$ cat src/rtl/split_src.sv
// -----------------------------------------------------------------------------
// split_src
//
// Clocked token injector sitting directly upstream of the dual-rail split
// stage. Binary data and a routing select arrive over a valid/ready interface
// and are buffered in a small FIFO. Each entry is then encoded as one
// dual-rail token on out/sel, and the split's acknowledge is sequenced with
// either a two-phase (transition) or a four-phase (return-to-zero) protocol.
// This is the bridge from the synchronous control domain into the clockless
// split/merge fabric.
//
// Parameters
//   ENC          "TP" two-phase transition signalling, "FP" four-phase RTZ
//   WIDTH        data bits per token
//   DEPTH        FIFO entries (power of 2, >= 2)
//   SYNC_STAGES  flops on the ack_i synchronizer (>= 2)
//
// Ports
//   clk        in   sole clock, rising edge
//   rst        in   asynchronous active-high reset, released synchronously
//   s_valid    in   upstream entry valid
//   s_ready    out  FIFO not full
//   s_data     in   binary data word
//   s_sel      in   route select: 0 -> split out0, 1 -> split out1
//   ack_i      in   acknowledge from the split, asynchronous to clk
//   out        out  dual-rail data, out[b][1] = logic 1, out[b][0] = logic 0
//   sel        out  dual-rail select, sel[1] = out1, sel[0] = out0
//   pending    out  FIFO occupancy (the in-flight token is not counted)
//   proto_err  out  sticky flag for an unexpected acknowledge
// -----------------------------------------------------------------------------
module split_src #(
    parameter     ENC         = "TP",
    parameter int WIDTH       = 1,
    parameter int DEPTH       = 4,
    parameter int SYNC_STAGES = 2
) (
    input  logic                       clk,
    input  logic                       rst,
    input  logic                       s_valid,
    output logic                       s_ready,
    input  logic [WIDTH-1:0]           s_data,
    input  logic                       s_sel,
    input  logic                       ack_i,
    output logic [WIDTH-1:0][1:0]      out,
    output logic [1:0]                 sel,
    output logic [$clog2(DEPTH):0]     pending,
    output logic                       proto_err
);

    localparam int             AW         = $clog2(DEPTH);
    localparam bit             IS_FP      = (ENC == "FP");
    localparam logic [AW:0]    FULL_COUNT = (AW + 1)'(DEPTH);

    // -------------------------------------------------------------------------
    // Elaboration-time parameter checks
    // -------------------------------------------------------------------------
    if (ENC != "TP" && ENC != "FP") begin : g_bad_enc
        $error("split_src: ENC must be \"TP\" or \"FP\"");
    end
    if (DEPTH < 2 || (DEPTH & (DEPTH - 1)) != 0) begin : g_bad_depth
        $error("split_src: DEPTH must be a power of 2 and at least 2");
    end
    if (SYNC_STAGES < 2) begin : g_bad_sync
        $error("split_src: SYNC_STAGES must be at least 2");
    end

    // -------------------------------------------------------------------------
    // ack_i synchronizer; every FSM decision looks at ack_s only
    // -------------------------------------------------------------------------
    logic [SYNC_STAGES-1:0] ack_sync_q;
    logic                   ack_s;

    // NOTE: clocked state is always written with <= so every flop samples the
    // pre-edge value of its neighbours; a blocking '=' here would collapse the
    // synchronizer chain into a single stage.
    always_ff @(posedge clk or posedge rst) begin
        if (rst) begin
            ack_sync_q <= '0;
        end else begin
            ack_sync_q <= {ack_sync_q[SYNC_STAGES-2:0], ack_i};
        end
    end

    assign ack_s = ack_sync_q[SYNC_STAGES-1];

    // -------------------------------------------------------------------------
    // FIFO: each entry holds {sel, data}
    // -------------------------------------------------------------------------
    logic [WIDTH:0]  mem_q [DEPTH];
    logic [AW-1:0]   wr_ptr_q;
    logic [AW-1:0]   rd_ptr_q;
    logic [AW:0]     count_q;
    logic [AW:0]     count_d;
    logic            push;
    logic            pop;
    logic            empty;
    logic [WIDTH:0]  head;

    // s_ready comes from the registered count only, so a push can never land
    // on a full FIFO even when a pop happens in the same cycle.
    assign s_ready = (count_q != FULL_COUNT);
    assign push    = s_valid && s_ready;
    assign empty   = (count_q == '0);
    assign head    = mem_q[rd_ptr_q];

    // NOTE: the storage array has no reset; the pointers and count define
    // which entries are live, so flushing them is enough and the array maps
    // onto plain flops or RAM without a reset network.
    always_ff @(posedge clk) begin
        if (push) begin
            mem_q[wr_ptr_q] <= {s_sel, s_data};
        end
    end

    always_comb begin
        case ({push, pop})
            2'b10:   count_d = count_q + 1'b1;
            2'b01:   count_d = count_q - 1'b1;
            default: count_d = count_q;
        endcase
    end

    always_ff @(posedge clk or posedge rst) begin
        if (rst) begin
            wr_ptr_q <= '0;
            rd_ptr_q <= '0;
            count_q  <= '0;
        end else begin
            if (push) begin
                wr_ptr_q <= wr_ptr_q + 1'b1;
            end
            if (pop) begin
                rd_ptr_q <= rd_ptr_q + 1'b1;
            end
            count_q <= count_d;
        end
    end

    // -------------------------------------------------------------------------
    // Dual-rail encoding of the FIFO head: one rail per bit, one select rail
    // -------------------------------------------------------------------------
    logic [WIDTH-1:0][1:0] tok_rails;
    logic [1:0]            tok_sel;

    always_comb begin
        for (int b = 0; b < WIDTH; b++) begin
            tok_rails[b] = head[b] ? 2'b10 : 2'b01;
        end
        tok_sel = head[WIDTH] ? 2'b10 : 2'b01;
    end

    // -------------------------------------------------------------------------
    // Handshake FSM
    // -------------------------------------------------------------------------
    typedef enum logic [1:0] {
        IDLE      = 2'd0,
        WAIT_ACK  = 2'd1,
        RTZ       = 2'd2,
        WAIT_NULL = 2'd3
    } state_t;

    state_t                state_q, state_d;
    logic [WIDTH-1:0][1:0] out_q, out_d;
    logic [1:0]            sel_q, sel_d;
    logic                  ack_ref_q, ack_ref_d;
    logic                  err_q, err_d;

    // NOTE: every signal written here gets a default before any branch, so no
    // path leaves a value unassigned and no latch can be inferred.
    always_comb begin
        state_d   = state_q;
        out_d     = out_q;
        sel_d     = sel_q;
        ack_ref_d = ack_ref_q;
        err_d     = err_q;
        pop       = 1'b0;

        if (IS_FP) begin
            // Four-phase: assert one rail per bit plus one select rail, wait
            // for ack high, drop everything to zero, wait for ack low.
            case (state_q)
                IDLE: begin
                    if (ack_s) begin
                        err_d = 1'b1;
                    end
                    if (!empty) begin
                        pop     = 1'b1;
                        out_d   = tok_rails;
                        sel_d   = tok_sel;
                        state_d = WAIT_ACK;
                    end
                end
                WAIT_ACK: begin
                    if (ack_s) begin
                        out_d   = '0;
                        sel_d   = '0;
                        state_d = WAIT_NULL;
                    end
                end
                WAIT_NULL: begin
                    // The return-to-zero cycle is folded into this transition
                    // rather than spent as a separate state.
                    if (!ack_s) begin
                        state_d = IDLE;
                    end
                end
                RTZ:     state_d = IDLE;
                default: state_d = IDLE;
            endcase
        end else begin
            // Two-phase: each token toggles one rail per bit plus one select
            // rail; any ack transition relative to ack_ref completes it.
            case (state_q)
                IDLE: begin
                    if (ack_s != ack_ref_q) begin
                        // Spurious ack edge: flag it and re-align the
                        // reference so the next token can still complete.
                        err_d     = 1'b1;
                        ack_ref_d = ack_s;
                    end
                    if (!empty) begin
                        pop     = 1'b1;
                        out_d   = out_q ^ tok_rails;
                        sel_d   = sel_q ^ tok_sel;
                        state_d = WAIT_ACK;
                    end
                end
                WAIT_ACK: begin
                    if (ack_s != ack_ref_q) begin
                        ack_ref_d = ack_s;
                        state_d   = IDLE;
                    end
                end
                default: state_d = IDLE;
            endcase
        end
    end

    always_ff @(posedge clk or posedge rst) begin
        if (rst) begin
            state_q   <= IDLE;
            out_q     <= '0;
            sel_q     <= '0;
            ack_ref_q <= 1'b0;
            err_q     <= 1'b0;
        end else begin
            state_q   <= state_d;
            out_q     <= out_d;
            sel_q     <= sel_d;
            ack_ref_q <= ack_ref_d;
            err_q     <= err_d;
        end
    end

    // Rails and flags are driven straight from flops: glitch-free into the
    // clockless fabric.
    assign out       = out_q;
    assign sel       = sel_q;
    assign pending   = count_q;
    assign proto_err = err_q;

endmodule

$ cat config.mk
export PLATFORM = sky130hd
export DESIGN_NAME = split_src
export DESIGN_NICKNAME = d
export VERILOG_FILES = /design/src/rtl/split_src.sv
export SDC_FILE = /design/constraint.sdc
export NUM_CORES = 1
export LEC_CHECK = 0
export ABC_AREA = 1
export BUFFER_PORTS_ARGS = -buffer_cell sky130_fd_sc_hd__buf_2
export CAP_MARGIN = 20
export CORE_UTILIZATION = 40
export DETAILED_ROUTE_END_ITERATION = 12
export GPL_TIMING_DRIVEN = 0
export HOLD_SLACK_MARGIN = 0.03
export SLEW_MARGIN = 20
export SYNTH_ARGS = -nofsm -noshare
export SYNTH_HDL_FRONTEND = slang
export SYNTH_SLANG_ARGS = --single-unit
$ cat constraint.sdc
create_clock -name clk -period 4 [get_ports clk]
set_input_delay 0.2 -clock clk [delete_from_list [all_inputs] [get_ports clk]]
set_output_delay 0.2 -clock clk [all_outputs]
set_load 0.05 [all_outputs]
# Word-level counts from Yosys, hierarchy flattened
# Memory sizes are Yosys's and may differ from the RTL's.
# Cells that the tools add are included.
dict set report classes {
  n_eq_ne 7
  bitwise 3
  n_div 0
  magnitude_cmp 0
  n_reduce_logical 9
  addsub 4
  multipliers 0
  muxes 10
  shift 0
}
# operator n
set ops {}
lappend ops {{2-to-1 mux 2 bit} 4}
lappend ops {{AND reduction 2 bit} 4}
lappend ops {{one-hot mux 3 bit (2 select lines)} 1}
lappend ops {{adder 2 x 1 -> 2 bit (second input constant)} 2}
lappend ops {{equality test 2 x 1 -> 1 bit (second input constant)} 2}
lappend ops {{2-to-1 mux 1 bit} 4}
lappend ops {{!= test 2 bit (second input constant)} 2}
lappend ops {{one-hot mux 2 bit (2 select lines)} 1}
lappend ops {{bitwise XOR 2 bit} 2}
lappend ops {{adder 3 x 1 -> 3 bit (second input constant)} 1}
lappend ops {{zero test 3 bit} 1}
lappend ops {{!= test 3 bit (second input constant)} 1}
lappend ops {{subtractor 3 x 1 -> 3 bit (second input constant)} 1}
lappend ops {{equality test 2 bit (second input constant)} 1}
lappend ops {{zero test 2 bit} 1}
lappend ops {{nonzero test 2 bit} 1}
lappend ops {{OR reduction 2 bit} 1}
lappend ops {{logical AND 1 bit} 1}
lappend ops {{!= test 1 bit} 1}
lappend ops {{NOT 1 bit} 1}
dict set report word_totals {
  n_memories 1
  reg_bits 17
  latch_bits 0
  romBits 0
  ramBits 8
  word_cells 43
  output_inout_bits 9
  inputBits 6
}
# memory words width rd rd_ports_with_merged_regs wr line_no
set memory_table {}
lappend memory_table {mem_q 4 2 1 0 1 89} ;# logic [WIDTH:0] mem_q [DEPTH];

# Depth between registers and ports, before layout
dict set report logic_depth {
  ltp_word 5
  ltp_mapped 10
  depth_no_buf 10
}

# Least setup slack after synthesis
# No wires, ideal clock.
dict set report synth_timing {
  path_kind {flip-flop to flip-flop}
  from {reg count_q[1] (netlist: pending[1])}
  to {reg count_q[2] (netlist: pending[2])}
  arrival_time_ns 2.125
  required_ns 3.921
  path_stages_with_launch 11
  period_less_slack_ns 2.205
  setup_time_ns 0.079
  setup_slack_ns 1.795
  n_path_buf 0
  path_cell_list {dfrtp_1 nor2_4 nand2_2 nand2_4 ha_1 inv_1 fa_1 nor2_1 nor2_1 nand2_1 xor2_1}
}
dict set report synth_via {
  elab_cells_between_ends 11
  cone_classes {add/sub (2); eq/ne (3); mux (3); reduce/logical (3)}
}
# element line_no
set synth_lines {}
lappend synth_lines {{start: declaration} 92} ;# logic [AW:0] count_q;
lappend synth_lines {{start signal: assignment} 135} ;# count_q <= count_d;
lappend synth_lines {{!= test 3 bit *} 101} ;# assign s_ready = (count_q != FULL_COUNT);
lappend synth_lines {{named net s_ready} 40} ;# output logic s_ready,
lappend synth_lines {{logical AND 1 bit *} 102} ;# assign push = s_valid && s_ready;
lappend synth_lines {{equality test 2 x 1 -> 1 bit / equality test 2 bit (equally long branches)} 116} ;# case ({push, pop})
lappend synth_lines {{one-hot mux 3 bit (2 select lines) / nonzero test 2 bit (equally long branches)} -}
# Mark *: on every way through the listed nets, which the timed path passes. The rest lies on a longest branch.
# A chain may end at the register's enable or synchronous reset.

# Final worst setup path
dict set report layout_timing {
  from {reg count_q[0] (netlist: pending[0])}
  to {reg count_q[2] (netlist: pending[2])}
}
dict set report layout_via {
  elab_chain_cells 5
  elab_cells_between_ends 11
  cone_classes {add/sub (2); eq/ne (3); mux (3); reduce/logical (3)}
}
# element line_no
set layout_rtl {}
lappend layout_rtl {{zero test 3 bit *} 103} ;# assign empty = (count_q == '0);
lappend layout_rtl {{2-to-1 mux 1 bit *} 221} ;# if (!empty) begin
lappend layout_rtl {{2-to-1 mux 1 bit *} 213} ;# case (state_q)
lappend layout_rtl {{named net pop} 95} ;# logic pop;
lappend layout_rtl {{equality test 2 x 1 -> 1 bit / equality test 2 bit (equally long branches)} 116}
lappend layout_rtl {{one-hot mux 3 bit (2 select lines) / nonzero test 2 bit (equally long branches)} -}
# Marks and branches as above.

==> impl_metrics.env <==
export IMPL_status="finished, final reports clean"
export IMPL_timing_critical_path_from_type="flip-flop"
export IMPL_p_sw_w=0.000516
export IMPL_post_cts_setup_buffers=0
export IMPL_cts_resized=0
export IMPL_clk_latency_ps=320
export IMPL_cts_tree="yes"
export IMPL_ant_nets=0
export IMPL_comb_power_share_pct=48.5
export IMPL_antenna_found_initial=0
export IMPL_grt_pass1_vias=653
export IMPL_grt_max_degree=17
export IMPL_syn_inst=107
export IMPL_num_vias=739
export IMPL_first_pass_iters=4
export IMPL_io_pins=15
export IMPL_synth_area_top_cells="dfrtp_1, edfxtp_1, nand2_1, ha_1, inv_1"
export IMPL_place_area_um2=1200
export IMPL_synth_seq_cells=24
export IMPL_synth_top_area_share_pct=36.7
export IMPL_setup_tns_ps=0
export IMPL_cts_sinks=24
export IMPL_slowest_delay_ps=460
export IMPL_p_sw_share_pct=46.1
export IMPL_hold_violations=0
export IMPL_worstReg2RegStart="pending[0]"
export IMPL_die_area_um2=2940
export IMPL_worstSetupEndpointType="flip-flop"
export IMPL_ys_types=21
export IMPL_cp_cell_sequence="nor2_4, a21oi_4, ha_1, inv_1, fa_1, nor2_1, nor2_1, nand2_1, xor2_1"
export IMPL_syn_area_um2=1090
export IMPL_worst_slack_ps=2060
export IMPL_setup_viol=0
export IMPL_cp_required_ps=4240
export IMPL_r2r_slack_ps=2060
export IMPL_synth_fp_nets=119
export IMPL_routabilityCongestion=0.712
export IMPL_hp_class="input pin to flip-flop"
export IMPL_final_area_um2=1270
export IMPL_nets=140
export IMPL_dp_hpwl_um=1250
export IMPL_cellPowerDensity_nw_per_um2=881
export IMPL_reg2reg_to="pending[2]"
export IMPL_layout_drive_gt1_share_pct=18.9
export IMPL_fin_skew_ps=10.7
export IMPL_ys_seq_area_share_pct=58.7
export IMPL_die_h_um=54.2
export IMPL_synth_avg_cell_area_um2=10.2
export IMPL_rsz0062_at_grt="false"
export IMPL_synth_most_common_cell="nand2_1"
export IMPL_cts_root_buf="clkbuf_4"
export IMPL_crit_start="pending[0]"
export IMPL_slowest_stage="dfrtp_1"
export IMPL_rows=18
export IMPL_crit_type="flip-flop to flip-flop"
export IMPL_io_buffers=14
export IMPL_initial_utilization_pct=43.3
export IMPL_relSlewSlack_pct=61.5
export IMPL_final_max_slew_viol_count=0
export IMPL_hold_buffers=2
export IMPL_first_iter_violations=5
export IMPL_ys_top_cells_by_count="nand2_1, dfrtp_1, inv_1"
export IMPL_coreArea_um2=2520
export IMPL_reg2regPathDepth=9
export IMPL_crit_arrival_ps=2170
export IMPL_grt_pass1_wl_um=2670
export IMPL_grt_overflow=0
export IMPL_diodes=0
export IMPL_clk_path_buf_depth=2
export IMPL_cp_max_fo=10
export IMPL_p_total_w=0.00112
export IMPL_post_route_min_period_ps=1940
export IMPL_fin_crit_sh_pct=48.5
export IMPL_p_int_w=0.000604
export IMPL_yosys_warnings=0
export IMPL_synth_edff_count=8
export IMPL_drc=0
export IMPL_place_worst_setup_slack_ps=2080
export IMPL_grt_usage_pct=13.3
export IMPL_netlist_top_cell_by_area="dfrtp_1"
export IMPL_cts_buffers=3
export IMPL_p_leak_nw=0.610
export IMPL_drt_total_wl_um=1600
export IMPL_vdd_drop_max_v=0.000445
export IMPL_cp_common_cell="nor2_1"
export IMPL_seq_power_share_pct=36.2
export IMPL_timing_fmax_mhz=516
export IMPL_synthArstFlopShare_pct=66.7
export IMPL_timing_max_cap_violations=0
export IMPL_clk_pin_slew_ps=130
export IMPL_die_x_um=54.2
export IMPL_p_clk_share_pct=15.4
export IMPL_area_delta_synth_final_pct=16.5
export IMPL_h_tree_depth=1
export IMPL_worstMarginPinSlew_ps=576
export IMPL_crit_end="pending[2]"
export IMPL_ys_flop_type="dfrtp_1"
export IMPL_wire_per_inst_um=10.2
export IMPL_viasPerCell=4.71
-- flip-flops by register name, indices dropped and copies added, names as in the netlist --
name,cells
ack_ref_q,1
ack_sync_q,2
mem_q,8
out,2
pending,3
proto_err,1
rd_ptr_q,2
sel,2
state_q,1
wr_ptr_q,2
-- worst min path at each step --
stage | start | end | cells after the start
final | s_sel | mem_q[2][1] | 1
after CTS | s_sel | mem_q[2][1] | 1
after floorplan | rst | ack_ref_q | 1
after global placement | rst | wr_ptr_q[0] | 2
after detailed placement | rst | proto_err | 2
after global routing | s_sel | mem_q[0][1] | 1
-- per-layer routing --
metal	vias up	wire length, µm	global-route usage (%)
met4	0	11	4.70
met2	13	820	22.2
met1	349	705	15.3
met5	-	0	0
li1	374	-	-
met3	3	59	5.28
-- stage by stage --
stage / instances / hold WS (ps) / util [%]
2_1_floorplan: 107 / 114 / -
3_3_place_gp: 151 / 291 / 47.5
3_5_place_dp: 151 / 293 / 47.5
4_1_cts: 157 / 91.8 / 50.4
5_1_grt: 157 / 86.6 / 50.4
6_report: 157 / 92.1 / 50.4
-- cells by family after synthesis --
group / synth area share, %
and+or+nand+nor: 20.6
xor gates and xnor gates: 3.21
adders and majority gates: 7.57
buffers and inverters: 5.85
AOI/OAI and AO/OA: 4.01
DFF: 58.7
-- layout by cell type, fill, tap and decap left out, drive strengths merged, types with 2 or more instances in the layout --
| master | synthesis | layout |
|---|---|---|
| nor2 | 11 | 11 |
| edfxtp | 8 | 8 |
| nand3 | 6 | 6 |
| clkbuf | 1 | 4 |
| ha | 5 | 5 |
| dfrtp | 16 | 16 |
| nand3b | 2 | 2 |
| o21ai | 3 | 3 |
| dlygate4sd3 | 0 | 2 |
| inv | 16 | 16 |
| nand4 | 2 | 2 |
| a21oi | 2 | 2 |
| xor2 | 3 | 3 |
| buf | 0 | 14 |
| nand2 | 29 | 29 |
-- worst max-delay path: cells and delay by family, from the launching register on --
kind | cells | cell delay [ps]
XOR/XNOR | 1 | 160
adder cells (fa/ha/maj) | 2 | 590
flip-flops | 1 | 460
AND/OR/NAND/NOR | 4 | 300
AO/OA/AOI/OAI | 1 | 270
buffers and inverters | 1 | 70
-- power groups by stage --
stage	Sequential (W)	Combinational [W]	Clock [W]
2_1_floorplan	0.000528	0.000311	0
3_3_place_gp	0.000406	0.000523	0
3_5_place_dp	0.000411	0.000549	0
4_1_cts	0.000406	0.000550	0.000176
5_1_grt	0.000418	0.000607	0.000185
6_report	0.000405	0.000543	0.000172
-- area by class of cell --
type / instances / area [µm²]
Tap cell: 30 / 37.5
Sequential cell: 24 / 641
Buffer: 1 / 3.75
Timing Repair Buffer: 16 / 90.1
Clock inverter: 1 / 30.0
Fill cell: 226 / 1250
Inverter: 16 / 60.1
Multi-Input combinational cell: 66 / 387
Clock buffer: 3 / 22.5
No activity file was read; power rests on OpenSTA's default activity.
